### src/rtl/flash_read_arbiter.sv
// ----------------------------------------------------------------------------
// flash_read_arbiter
//
// Shares one fixed-latency flash read port between two requesters:
//   requester 0 - network controller weight/bias fetch path
//   requester 1 - SPI readback/debug path
//
// One access is in flight at a time. An idle arbiter grants a request
// combinationally (round-robin on ties), strobes the flash for one cycle,
// waits LATENCY cycles, captures the data and returns it to the owner with
// a one-cycle rvalid pulse.
//
// Timeline of one access (cycle 0 = grant):
//   0            gnt (combinational), address latched at end of cycle
//   1            flash_ready strobe
//   2..1+LATENCY wait, data captured at end of cycle 1+LATENCY
//   2+LATENCY    rvalid of the owner
//   3+LATENCY    idle again, next grant possible
//
// Parameters:
//   ADDR_W   flash address width
//   DATA_W   flash data width
//   LATENCY  cycles from the strobe cycle to valid flashData_out (>= 1)
//
// Ports:
//   clk, n_rst            clock, asynchronous active-low reset
//   req0/addr0            requester 0 request (held until gnt0) and address
//   gnt0, rvalid0         requester 0 accept pulse and data-valid pulse
//   req1/addr1            requester 1 request (held until gnt1) and address
//   gnt1, rvalid1         requester 1 accept pulse and data-valid pulse
//   rdata                 captured flash data, shared by both requesters
//   flash_ready           flash read strobe
//   flash_address         flash read address, held until the next grant
//   flashData_out         flash read data
//   busy                  high whenever an access is in progress
// ----------------------------------------------------------------------------
module flash_read_arbiter #(
    parameter int unsigned ADDR_W  = 16,
    parameter int unsigned DATA_W  = 16,
    parameter int unsigned LATENCY = 11
) (
    input  logic              clk,
    input  logic              n_rst,
    input  logic              req0,
    input  logic [ADDR_W-1:0] addr0,
    output logic              gnt0,
    output logic              rvalid0,
    input  logic              req1,
    input  logic [ADDR_W-1:0] addr1,
    output logic              gnt1,
    output logic              rvalid1,
    output logic [DATA_W-1:0] rdata,
    output logic              flash_ready,
    output logic [ADDR_W-1:0] flash_address,
    input  logic [DATA_W-1:0] flashData_out,
    output logic              busy
);

    localparam int unsigned      CNT_W    = $clog2(LATENCY + 1);
    localparam logic [CNT_W-1:0] CNT_LAST = CNT_W'(LATENCY - 1);

    typedef enum logic [1:0] {
        StIdle,
        StIssue,
        StWait,
        StReturn
    } state_t;

    state_t              r_state;
    state_t              w_state_next;
    logic [CNT_W-1:0]    r_cnt;
    logic [CNT_W-1:0]    w_cnt_next;
    // The owner of the in-flight access is always the most recent grantee,
    // so one bit serves as both owner and round-robin pointer.
    logic                r_last_owner;
    logic [ADDR_W-1:0]   r_flash_address;
    logic [DATA_W-1:0]   r_rdata;

    logic                w_idle;
    logic                w_grant0;
    logic                w_grant1;
    logic                w_capture;

    // ------------------------------------------------------------------
    // Arbitration (Mealy, only in idle)
    // ------------------------------------------------------------------
    assign w_idle = (r_state == StIdle);

    // A tie goes to the requester that did not own the previous access.
    // n_rst gating keeps both grants low while reset is held.
    assign w_grant0 = w_idle & n_rst & req0 & (~req1 | r_last_owner);
    assign w_grant1 = w_idle & n_rst & req1 & (~req0 | ~r_last_owner);

    // ------------------------------------------------------------------
    // Next-state logic
    // ------------------------------------------------------------------
    always_comb begin
        w_state_next = r_state;
        w_cnt_next   = r_cnt;
        w_capture    = 1'b0;
        unique case (r_state)
            StIdle: begin
                if (w_grant0 || w_grant1) begin
                    w_state_next = StIssue;
                end
            end
            StIssue: begin
                w_state_next = StWait;
                w_cnt_next   = '0;
            end
            StWait: begin
                w_cnt_next = r_cnt + CNT_W'(1);
                // r_cnt counts completed wait cycles; this is the LATENCY-th.
                if (r_cnt == CNT_LAST) begin
                    w_capture    = 1'b1;
                    w_state_next = StReturn;
                end
            end
            StReturn: begin
                w_state_next = StIdle;
            end
            default: begin
                w_state_next = StIdle;
            end
        endcase
    end

    // ------------------------------------------------------------------
    // State and datapath registers
    // ------------------------------------------------------------------
    always_ff @(posedge clk or negedge n_rst) begin
        if (!n_rst) begin
            r_state         <= StIdle;
            r_cnt           <= '0;
            r_last_owner    <= 1'b1;
            r_flash_address <= '0;
            r_rdata         <= '0;
        end else begin
            r_state <= w_state_next;
            r_cnt   <= w_cnt_next;
            if (w_grant0 || w_grant1) begin
                r_last_owner    <= w_grant1;
                r_flash_address <= w_grant1 ? addr1 : addr0;
            end
            if (w_capture) begin
                r_rdata <= flashData_out;
            end
        end
    end

    // ------------------------------------------------------------------
    // Outputs
    // ------------------------------------------------------------------
    assign gnt0          = w_grant0;
    assign gnt1          = w_grant1;
    assign flash_ready   = (r_state == StIssue);
    assign rvalid0       = (r_state == StReturn) & ~r_last_owner;
    assign rvalid1       = (r_state == StReturn) &  r_last_owner;
    assign busy          = ~w_idle;
    assign flash_address = r_flash_address;
    assign rdata         = r_rdata;

    // ------------------------------------------------------------------
    // Protocol invariants
    // ------------------------------------------------------------------
    a_gnt_exclusive: assert property (@(posedge clk) disable iff (!n_rst)
        !(gnt0 && gnt1));
    a_rvalid_exclusive: assert property (@(posedge clk) disable iff (!n_rst)
        !(rvalid0 && rvalid1));

endmodule

### config.mk
export PLATFORM = sky130hd
export DESIGN_NAME = flash_read_arbiter
export DESIGN_NICKNAME = d
export VERILOG_FILES = /design/src/rtl/flash_read_arbiter.sv
export SDC_FILE = /design/constraint.sdc
export NUM_CORES = 1
export LEC_CHECK = 0
export BUFFER_PORTS_ARGS = -buffer_cell sky130_fd_sc_hd__buf_4
export CORE_MARGIN = 2
export CORE_UTILIZATION = 40
export DETAILED_ROUTE_END_ITERATION = 7
export PLACE_DENSITY_LB_ADDON = 0.2
export RECOVER_POWER = 100
export SLEW_MARGIN = 10
export SYNTH_ARGS = -nofsm -noshare
export SYNTH_HDL_FRONTEND = slang
export SYNTH_SLANG_ARGS = --single-unit
### constraint.sdc
create_clock -name clk -period 2 [get_ports clk]
set_input_delay 0.4 -clock clk [delete_from_list [all_inputs] [get_ports clk]]
set_output_delay 0.4 -clock clk [all_outputs]
set_load 0.01 [all_outputs]
==> Flow_metrics.wiki <==
{| class="wikitable"
! Metric !! Value
|-
| Worst Setup Slack, final || ~0.16 ns
|-
| Critical path launch point type || input port
|-
| Most used standard cell by instance count after synthesis || dfrtp_1
|-
| Proportion of layout cells with a drive suffix above 1 || around 29%
|-
| Worst reg2reg path startpoint || r_state[0]$_DFFE_PN0P_
|-
| Total number of nets in the final design || 326
|-
| Layout Skew || 0.008570 ns
|-
| Post-placement setup slack || about 0.28 ns
|-
| Maximum vdd ir drop || between 0.0005 and 0.0006 V
|-
| HPWL reported at the end of detailed placement || between 3000 and 4000 um
|-
| Synth top cells by count || dfrtp_1, a21oi_1, nor2_1, o21ai_0, a31oi_1
|-
| Setup-failing EPs final || 0
|-
| Flops & latches, synth || 39
|-
| Async SR Flop Fraction || 100.0%
|-
| Data required, critical path || 1.60 ns
|-
| Number of fill cells || 465
|-
| Predominant post-synthesis flop cell || dfrtp_1
|-
| Inserted Diodes || 0
|-
| Leakage || approximately 1.2 nW
|-
| Setup repair after global routing missed its margin || no
|-
| Number of port buffers || 89
|-
| Width of the die || about 73 um
|-
| Worst min-delay path class || input port to register
|-
| Syn_area_per_cell || ~11 sq um
|-
| Critical setup path kind || input port to output port
|-
| Root buffer cell || clkbuf_8
|-
| Gate count after technology mapping || around 180
|-
| Maximum Capacitance Violations || 0
|-
| FP Rows || 25
|-
| Count of flip-flops with a built-in enable after synthesis || 0
|-
| Initial antenna violation count || 0
|-
| Netlist area before placement || 0.001909 sq mm
|-
| Clock latency of the later-clocked register in the worst-skew pair || 0.29 ns
|-
| Launch point of the worst path || n_rst
|-
| TritonCTS clock tree || built
|-
| Number of global-route vias before repair || 1595
|-
| Clock input transition at the sequential cells of the worst setup and hold paths || ~0.080 ns
|-
| Outcome || finished clean
|-
| Fin Setup TNS || 0 ns
|-
| Global-route total usage across every layer || between 10% and 20%
|-
| PwrDens || between 1000 and 1500 mW/mm^2
|-
| Overall die height || between 70 and 80 um
|-
| Launch point of the worst hold path || flashData_out[10]
|-
| Antenna-violating nets left || 0
|-
| First-pass DRT Iterations || 4
|-
| Post-synth top area cell || dfrtp_1
|-
| I/O Pins || 90
|-
| Cells taking the most area after synthesis || dfrtp_1, mux2_4, a31oi_1
|-
| Clock buffers created by TritonCTS || 5
|-
| Final hold violation count || 0
|-
| Starting density of the core || 40.97%
|-
| Core Region || roughly 0.0047 sq mm
|-
| Initial drt markers || 118
|-
| Number of placed instances, taps included || ~310
|-
| Final Power || between 2 and 3 mW
|-
| Die Area || roughly 0.0053 sq mm
|-
| Yosys warns || 0
|-
| Final-report max-slew violation count || 0
|-
| DRC errors left || 0
|-
| Final RePlAce weighted congestion || ~0.81
|-
| Longest Clk Path Bufs || 2
|-
| Sequential-to-total area share from yosys stat || 51.18%
|-
| Max Fclk || around 0.54 GHz
|-
| Syn Nets || 236
|-
| First-pass GRT wire length || 7452 um
|-
| Final worst hold slack || about 0.32 ns
|-
| Relative slew slack || a little under two fifths
|-
| Largest driver fanout on the critical path || 7
|-
| Drt via density || between 5 and 6
|-
| CP arrival || ~1.4 ns
|-
| Final cycle utilization of the critical path || slightly above 90%
|-
| Number of distinct standard cells referenced by the synthesized netlist || 33
|-
| Crit end category || output port
|-
| Number of clock sinks seen by CTS || 39
|-
| Overflow after GRT || 0
|-
| Min Clock Period, post-route || between 1.5 and 2 ns
|-
| Number of vias after detailed routing || around 1700
|-
| Top-area cell type share of the netlist area || 49.80%
|-
| Post-Layout Cell Count || 322
|-
| DRT Wirelength || ~4700 um
|-
| Slew at the pin with the worst max-slew slack || 0.9368 ns
|-
| Average wire per cell in the routed design || approximately 15 um
|-
| Maximum number of pins on one net before global-route repair || 39
|-
| P&R area growth vs syn || 34.01%
|-
| H-Tree Level Count || 2
|}
==> stage by stage <==
step	utilization, %	cell area (sq um)
global placement	56.08	2614
global route	54.90	2559
CTS	58.71	2736
detailed placement	56.08	2614
finish	54.90	2559
floorplan	-	1909
==> worst paths after layout <==
kind	endpoint	slack, ns	depth (start not counted)
min in group asynchronous	r_cnt[3]$_DFFE_PN0P_	0.45	2
max in group asynchronous	r_cnt[1]$_DFFE_PN0P_	0.46	3
max	gnt0	0.16	5
min	rdata[10]$_DFFE_PN0P_	0.32	2
max reg2reg	r_state[0]$_DFFE_PN0P_	0.34	5
min reg2reg	rdata[8]$_DFFE_PN0P_	0.49	1
==> cells in the final DEF, fill, tap and decap left out, drive strengths merged <==
master / synthesis / final
a211oi: 1 / 1
a21o: 1 / 1
a21oi: 18 / 18
a31oi: 16 / 16
and2: 2 / 2
and3: 1 / 1
and3b: 1 / 1
buf: 9 / 58
bufinv: 0 / 1
clkbuf: 3 / 41
clkinv: 0 / 2
dfrtp: 38 / 38
dfstp: 1 / 1
dlygate4sd3: 0 / 1
ha: 7 / 7
inv: 8 / 8
mux2: 17 / 17
mux2i: 1 / 1
nand2: 3 / 3
nand3: 5 / 5
nand3b: 1 / 1
nor2: 18 / 18
nor2b: 2 / 2
o211a: 1 / 1
o211ai: 1 / 1
o21ai: 20 / 20
o22ai: 2 / 2
==> worst max-delay path, stage by stage <==
cell and delay (ns):
dlygate4sd3_1 0.52, buf_4 0.15, nand3_1 0.10, a21oi_1 0.13, buf_4 0.14
==> repair_timing <==
action                                 CTS  global route
hold buffers                             1             0
setup buffers                            0             0
setup endpoints to repair                0             2
gates resized for setup                  0             1
endpoints found under the hold margin    1             0
==> where the power goes <==
part / switching (mW) / internal [mW] / total, mW
sequential: 0.142 / 1.02 / 1.17
clock: 0.284 / 0.372 / 0.656
combinational: 0.667 / 0.459 / 1.13
==> flip-flops by register name (all words and copies together), names as in the netlist <==
signal         cells
flash_address     16
r_cnt              4
r_last_owner       1
r_state            2
rdata             16
==> cells by family (layout without fill, tap and decap cells) <==
kind of cell	after synthesis	in the layout	synth area share, %
flip-flops	39	39	51.18
buffers and inverters	20	111	5.177
multiplexers	18	18	12.52
adder cells (fa/ha/maj)	7	7	4.587
AND/OR/NAND/NOR	33	33	8.388
AO/OA/AOI/OAI	60	60	18.15
==> metal layers <==
layer | track usage, % | share of wire (%) | vias up
met2 | 28.63 | 47 | 59
li1 | - | - | 805
met5 | 0 | 0 | -
met3 | 5.249 | 7.0 | 2
met1 | 23.78 | 45 | 787
met4 | 5.350 | 0.49 | 0
==> final cells by class <==
class                   instances  area (sq um)  area share, %
flip-flops and latches         39         977.2          38.19
inverters                       8         30.03          1.174
clock buffers                   5         68.82          2.689
multi-input cells             118         789.5          30.86
repair buffers                 95         581.8          22.74
clock inverters                 3         43.79          1.711
well taps                      54         67.56          2.641
(Power assumes the default switching activity.)
